--- src/rtl/fetch_unit.sv ---
// ---------------------------------------------------------------------------
// fetch_unit
//   Instruction fetch stage that feeds the control decoder. Holds the PC,
//   requests words from instruction memory over a req/ready handshake,
//   registers the fetched word and presents it, with its PC and PC+2, to
//   decode. Supports redirect (branch/jump) and stops for good on HALT
//   until reset.
//
// Ports
//   clk, rst      clock (rising edge), asynchronous active-high reset
//   imem_req      fetch request; imem_addr valid while high
//   imem_addr     fetch address (always the current pc)
//   imem_rdata    instruction word from memory
//   imem_ready    memory returns imem_rdata this cycle
//   id_stall      decode cannot accept the held instruction
//   redirect      load redirect_pc as the next fetch address
//   redirect_pc   redirect target (bit 0 ignored)
//   instr         registered instruction word
//   opcode        instr[15:11]
//   lower_two     instr[1:0]
//   instr_valid   instr / instr_pc hold a live instruction
//   instr_pc      address of instr
//   pc_plus2      instr_pc + 2 (link address / branch base)
//   halted        HALT consumed; fetch stopped until reset
//   fetch_count   number of instructions consumed by decode
// ---------------------------------------------------------------------------
module fetch_unit #(
  parameter int unsigned      PC_W      = 16,
  parameter logic [PC_W-1:0]  RESET_PC  = '0,
  parameter logic [15:0]      NOP_INSTR = 16'h0800,
  parameter int unsigned      CNT_W     = 32
) (
  input  logic             clk,
  input  logic             rst,
  output logic             imem_req,
  output logic [PC_W-1:0]  imem_addr,
  input  logic [15:0]      imem_rdata,
  input  logic             imem_ready,
  input  logic             id_stall,
  input  logic             redirect,
  input  logic [PC_W-1:0]  redirect_pc,
  output logic [15:0]      instr,
  output logic [4:0]       opcode,
  output logic [1:0]       lower_two,
  output logic             instr_valid,
  output logic [PC_W-1:0]  instr_pc,
  output logic [PC_W-1:0]  pc_plus2,
  output logic             halted,
  output logic [CNT_W-1:0] fetch_count
);

  localparam logic [1:0] S_BOOT   = 2'd0;
  localparam logic [1:0] S_FETCH  = 2'd1;
  localparam logic [1:0] S_VALID  = 2'd2;
  localparam logic [1:0] S_HALTED = 2'd3;

  localparam logic [4:0] OP_HALT = 5'b00000;

  logic [1:0]       state_q, state_d;
  logic [PC_W-1:0]  pc_q, pc_d;
  logic [15:0]      instr_q, instr_d;
  logic [PC_W-1:0]  instr_pc_q, instr_pc_d;
  logic [CNT_W-1:0] fetch_count_q, fetch_count_d;

  logic [PC_W-1:0]  redirect_tgt;
  logic             consume;

  // Instructions are halfword aligned, so the target LSB is dropped.
  assign redirect_tgt = {redirect_pc[PC_W-1:1], 1'b0};

  // A redirect forces the held instruction out even while decode stalls.
  assign consume = (state_q == S_VALID) && (redirect || !id_stall);

  always_comb begin
    state_d       = state_q;
    pc_d          = pc_q;
    instr_d       = instr_q;
    instr_pc_d    = instr_pc_q;
    fetch_count_d = fetch_count_q;
    unique case (state_q)
      S_BOOT: begin
        state_d = S_FETCH;
      end
      S_FETCH: begin
        if (redirect) begin
          // Data returned alongside a redirect belongs to the old path.
          pc_d = redirect_tgt;
        end else if (imem_ready) begin
          instr_d    = imem_rdata;
          instr_pc_d = pc_q;
          pc_d       = pc_q + PC_W'(2);
          state_d    = S_VALID;
        end
      end
      S_VALID: begin
        if (redirect) begin
          pc_d = redirect_tgt;
        end
        if (consume) begin
          fetch_count_d = fetch_count_q + CNT_W'(1);
          instr_d       = NOP_INSTR;
          state_d       = (instr_q[15:11] == OP_HALT) ? S_HALTED : S_FETCH;
        end
      end
      default: begin
        state_d = S_HALTED;
      end
    endcase
  end

  always_ff @(posedge clk or posedge rst) begin
    if (rst) begin
      state_q       <= S_BOOT;
      pc_q          <= RESET_PC;
      instr_q       <= NOP_INSTR;
      instr_pc_q    <= RESET_PC;
      fetch_count_q <= '0;
    end else begin
      state_q       <= state_d;
      pc_q          <= pc_d;
      instr_q       <= instr_d;
      instr_pc_q    <= instr_pc_d;
      fetch_count_q <= fetch_count_d;
    end
  end

  assign imem_req    = (state_q == S_FETCH);
  assign imem_addr   = pc_q;
  assign instr       = instr_q;
  assign opcode      = instr_q[15:11];
  assign lower_two   = instr_q[1:0];
  assign instr_valid = (state_q == S_VALID);
  assign instr_pc    = instr_pc_q;
  assign pc_plus2    = instr_pc_q + PC_W'(2);
  assign halted      = (state_q == S_HALTED);
  assign fetch_count = fetch_count_q;

endmodule
--- config.mk ---
export PLATFORM = sky130hd
export DESIGN_NAME = fetch_unit
export DESIGN_NICKNAME = d
export VERILOG_FILES = /design/src/rtl/fetch_unit.sv
export SDC_FILE = /design/constraint.sdc
export NUM_CORES = 1
export LEC_CHECK = 0
export CORE_ASPECT_RATIO = 0.5
export CORE_MARGIN = 10
export CORE_UTILIZATION = 45
export CTS_CLUSTER_DIAMETER = 30
export DETAILED_ROUTE_END_ITERATION = 10
export GPL_TIMING_DRIVEN = 0
export PLACE_DENSITY = 0.8
export SLEW_MARGIN = 20
export SYNTH_ARGS = -nofsm -noshare
export SYNTH_HDL_FRONTEND = slang
export SYNTH_SLANG_ARGS = --single-unit
--- constraint.sdc ---
create_clock -name clk -period 3.4 [get_ports clk]
set_input_delay 0.68 -clock clk [delete_from_list [all_inputs] [get_ports clk]]
set_output_delay 0.68 -clock clk [all_outputs]
set_load 0.03 [all_outputs]
======== Word level (Yosys, flattened, before mapping) ========
Cells that the tools add are included.
operators by class
  equality and inequality tests ........... 8
  multiplexer cells ....................... 13
  multiply operators ...................... 0
  magnitude comparators ................... 0
  reductions and logical operators ........ 11
  shifts and indexed selects .............. 0
  add/subtract/negate cells ............... 3
  div/mod/pow operators ................... 0
  bitwise operators ....................... 1
operators with widths
  cell                                                    number
  two-way mux 16 bit                                      6
  case mux 16 bit (2 select lines)                        2
  adder 16 x 2 -> 16 bit (second input constant)          2
  adder 32 x 1 -> 32 bit (second input constant)          1
  AND reduction 3 bit                                     3
  two-way mux 2 bit                                       4
  case mux 2 bit (3 select lines)                         1
  logical NOT 5 bit                                       1
  equality test 2 bit (second input constant)             2
  inequality test 2 x 1 -> 1 bit (second input constant)  2
  inequality test 2 bit (second input constant)           2
  AND reduction 4 bit                                     1
  inequality test 3 x 1 -> 1 bit (second input constant)  1
  equality test 2 x 1 -> 1 bit (second input constant)    1
  logical NOT 2 bit                                       1
  AND reduction 2 bit                                     1
  nonzero test 2 bit                                      1
  logical AND 1 bit                                       1
  logical NOT 1 bit                                       1
  logical OR 1 bit                                        1
  inverter 1 bit                                          1
storage, ports and cells
  bits in writable memories ............... 0
  bits in latches ......................... 0
  input port bits ......................... 37
  memories ................................ 0
  output and inout port bits .............. 106
  logic and storage cells ................. 41
  flip-flop bits (word level) ............. 82
  memory bits (read-only) ................. 0

======== Longest topological paths before layout ========
  depth in word-level cells ............... 5
  gate-level depth with buffers ........... 9
  mapped depth without buffers ............ 7

======== Worst setup path before layout ========
No wires, ideal clock.
  kind .................................... reg2out
  start ................................... register instr_pc_q[1] (netlist: instr_pc[1])
  end ..................................... output port pc_plus2[13]
  data arrival time ....................... 1.909 ns
  path buffers ............................ 0
  path slack .............................. 0.811 ns
  cell stages (with the launch flop) ...... 6
  data required time ...................... 2.720 ns
  cell sequence ........................... dfrtp_1 > ha_1 > nand4_1 > nor3_1 > nand3_1 > xnor2_1
on the way
  cells in the longest elaborated chain, start to end .. 1
RTL lines
  what                    line  source
  start, declared         62    logic [PC_W-1:0] instr_pc_q, instr_pc_d;
  start signal, assigned  122   instr_pc_q <= instr_pc_d;
  adder 16 x 2 -> 16 bit  134   assign pc_plus2 = instr_pc_q + PC_W'(2);
  end, declared           47    output logic [PC_W-1:0] pc_plus2,
No other way between the ends.

======== Worst setup path in the final report ========
Same ends and word-level chain as after synthesis.

==> summary.md <==
| Metric | Value |
|---|---|
| Critical path peak fanout | `6` |
| Hold_sp | `instr[4]$_DFFE_PP0P_` |
| Remaining routing DRC violations | `0` |
| Cts bufs inserted | `9` |
| Outcome | `complete, no violations` |
| CTS tree | `done` |
| Antenna violations before repair | `0` |
| DRT antenna net count | `0` |
| Maximum clock path buffer count | `2` |
| Routed WL per cell | `16.6 um` |
| Die Y | `86.7 um` |
| Simple-gate share of the synthesized area | `18.6%` |
| Maximum VDD drop | `717 uV` |
| PortBufs | `between 100 and 150` |
| Synth Area in Compound Gates | `10.6%` |
| Register bit total from synthesis | `80` |
| HP Class | `reg -> reg` |
| Gpl congestion | `0.779` |
| Synth Area in XOR/XNOR | `approximately a tenth` |
| Iter 0 DRT Violations | `206` |
| Area after DPL | `5570 um2` |
| Setup crit end kind | `output port` |
| Seq pwr share | `29.2%` |
| Max_slew headroom | `54.9%` |
| GRT overflow | `0` |
| Die ar. | `13300 um2` |
| Worst skew pair latency | `approximately 0.33 ns` |
| DRT Pass-1 Iters | `4` |
| Root buf cell | `clkbuf_16` |
| CP required | `2.72 ns` |
| Critical-path cell list | `ha_1 -> nand4_1 -> nor3_2 -> nand3_1 -> xnor2_1 -> clkdlybuf4s50_1` |
| Area growth syn-to-layout | `46.0%` |
| Mapped Cells | `407` |
| Post-route cell area | `5850 um2` |
| Top Ports | `143` |
| Final core occ | `a little under 70%` |
| Hold Path Stages | `2` |
| Hold buffer count at cts | `0` |
| Main combinational cell family by area after synthesis | `simple AND/OR/NAND/NOR gates` |
| Synth Area per Inst | `slightly below 10 um2` |
| Fillers | `between 700 and 800` |
| Share of post-route cells with drive strength above 1 | `9.95%` |
| Estimated wirelength of the detail-placed design | `around 8600 um` |
| Worst Setup Path Type | `reg -> out` |
| Reg2reg setup slack | `1.13 ns` |
| Fmax | `around 320 MHz` |
| Max incr delay on CP | `0.70 ns` |
| Clock Pin Slew Worst Setup and Hold Paths | `0.06 ns` |
| Largest net degree at the start of global routing | `57` |
| FF/Latch Area | `between 2000 and 2500 um2` |
| Worst Reg-to-Reg Cells | `8` |
| Max-slew violation count | `0` |
| Vias per cell | `5.21` |
| Worst Hold Path EP | `instr[4]$_DFFE_PP0P_` |
| Number of global-route vias before repair | `3554` |
| Tcrit/Tclk final | `between 90% and 100%` |
| Num Clock Sinks | `80` |
| R2r startpoint | `state_q[0]$_DFFE_PP0P_` |
| Clock power frac | `15.7%` |
| Core outline area | `8680 um2` |
| YS warnings | `0` |
| Mux contribution to synthesized area | `under 10%` |
| Leak | `2.52 nW` |
| Post-Synth Adder-Cell Area | `2.19%` |
| RSZ-0062 raised after global routing | `no` |
| Starting density of the core | `46.2%` |
| Combinational share of power | `55.2%` |
| ANT cells | `0` |
| Sequential fraction of the synthesis area | `between 40% and 50%` |
| Multi-input logic area | `1840 um2` |
| Worst Tran Pin Value | `0.672 ns` |
| Final cell count without fillers | `between 600 and 700` |
| Tot GR Track Use | `17.0%` |
| Unique cell type count in the Yosys netlist | `48` |
| Slowest library cell on the worst path | `clkdlybuf4s50_1` |
| Pwr Density | `966 nW/um2` |
| Crit start category | `flip-flop` |
| Net Switching | `between 2 and 3 mW` |
| Vias | `3544` |
| Fin crit period | `3.10 ns` |
| Die width | `153 um` |
| Placed cell count | `around 670` |
| Post-Route Skew | `0.00745 ns` |
| Drt total wl | `11300 um` |
| Critical Path AT | `2.42 ns` |
| Maxcap violations | `0` |
| Int Pwr | `around 3 mW` |
| H-tree Lvls | `3` |
| Reg2Reg Capture Point | `fetch_count[31]$_DFFE_PP0P_` |
| Sw Ratio | `45.4%` |
| Syn Std Cell Area | `4010 um2` |
| Total power | `5.65 mW` |
| Final Hold Fails | `0` |
| Fin nets | `603` |
| Final setup viols | `0` |
| First-pass GRT wire length | `18700 um` |
| Row count | `24` |
kinds of logic (layout without fill, tap and decap cells):
family	Yosys count	count (layout)
other cells	1	3
buf+inv	37	191
mux	15	15
compound gates	72	72
xor+xnor	44	44
flops	80	80
fa+ha+maj	7	7
simple gates	151	151
how the worst max path moves through the flow:
stage	startpoint	endpoint	slack [ns]	cells past startpoint
floorplan	rst	fetch_count[0]$_DFFE_PP0P_	0.67	1
global placement	rst	instr[3]$_DFFE_PP0P_	-0.65	2
detailed placement	instr_pc[1]$_DFFE_PP0P_	pc_plus2[13]	0.51	6
CTS	instr_pc[1]$_DFFE_PP0P_	pc_plus2[13]	0.15	6
global route	instr_pc[1]$_DFFE_PP0P_	pc_plus2[13]	0.06	6
finish	instr_pc[1]$_DFFE_PP0P_	pc_plus2[13]	0.30	6
routing by layer:
metal | vias to the layer above | GRT usage, % | wire length, um
met4 | 0 | 4.69 | 128
met2 | 98 | 29.1 | 5790
met5 | - | 0 | 0
met1 | 1728 | 19.7 | 4670
li1 | 1708 | - | -
met3 | 10 | 6.38 | 695
stage by stage:
step / hold slack [ns] / setup WS (ns) / TNS, ns
after floorplan: 0.547 / 0.670 / 0
after global placement: 0.461 / -0.652 / -51.07
after detailed placement: 0.471 / 0.512 / 0
after CTS: 0.483 / 0.150 / 0
after global routing: 0.500 / 0.0600 / 0
final: 0.479 / 0.295 / 0
power by group through the flow:
stage                     Combinational (mW)  Sequential, mW  Clock, mW
final                                   3.12            1.65      0.885
after global routing                    3.34            1.71      0.950
after CTS                               3.15            1.64      0.902
after detailed placement                3.14            1.66          0
after global placement                  3.08            1.63          0
after floorplan                         1.34            2.15          0
Yosys cell counts, drive strengths merged:
master	count	area, um2
nand4	14	100
or4	2	18.8
o22ai	6	37.5
clkbuf	14	53.8
o21ai	30	150
xor2	16	140
a31oi	3	18.8
nor2b	1	6.26
ha	7	87.6
nand3	24	130
o21bai	1	7.51
o21ba	1	10.0
and4	2	17.5
mux2i	1	10.0
a21o	1	7.51
buf	11	80.1
a21oi	18	90.1
nor3	11	66.3
a41o	1	10.0
a22o	2	17.5
nand2	66	248
nand2b	2	12.5
or2	2	12.5
inv	12	47.6
conb	1	3.75
nor4	2	27.5
o22a	1	8.76
nor2	20	75.1
nand3b	1	7.51
xnor2	28	253
a2bb2oi	4	35.0
a22oi	1	7.51
o31a	1	8.76
o31ai	2	15.0
dfrtp	79	1980
mux2	14	158
dfstp	1	26.3
and3	4	25.0
critical path: cells and delay by family (launching register included):
family,cells,cell delay (ns)
buf+inv,1,0.70
simple gates,3,0.58
flops,1,0.43
fa+ha+maj,1,0.24
xor+xnor,1,0.15
cells in the final DEF (no fill, tap or decap), drive strengths merged, types with 6 or more instances in the layout:
cell type and n:
xor2 16, nand2 66, nand3 24, xnor2 28
nor2 20, a21oi 18, mux2 14, clkdlybuf4s50 138
o21ai 30, buf 12, ha 7, inv 12
nor3 11, dfrtp 79, clkbuf 26, o22ai 6
nand4 14
flip-flops by register name, indices dropped and copies added, names as in the netlist:
signal	flops
fetch_count	32
instr	16
imem_addr	15
instr_pc	15
state_q	2
final cells by class:
| cell class | instances | area share [%] |
|---|---|---|
| clock buffers | 12 | 4.38 |
| plain buffers | 25 | 2.29 |
| flip-flops and latches | 80 | 34.2 |
| clock inverters | 3 | 0.299 |
| well taps | 117 | 2.50 |
| repair buffers | 139 | 24.1 |
| inverters | 12 | 0.855 |
| multi-input cells | 292 | 31.4 |
repair_timing:
item	4_1_cts	5_1_grt
buffers inserted	0	0
gates resized for setup	0	1
endpoints found under the setup margin	0	2
(Power assumes the default switching activity.)
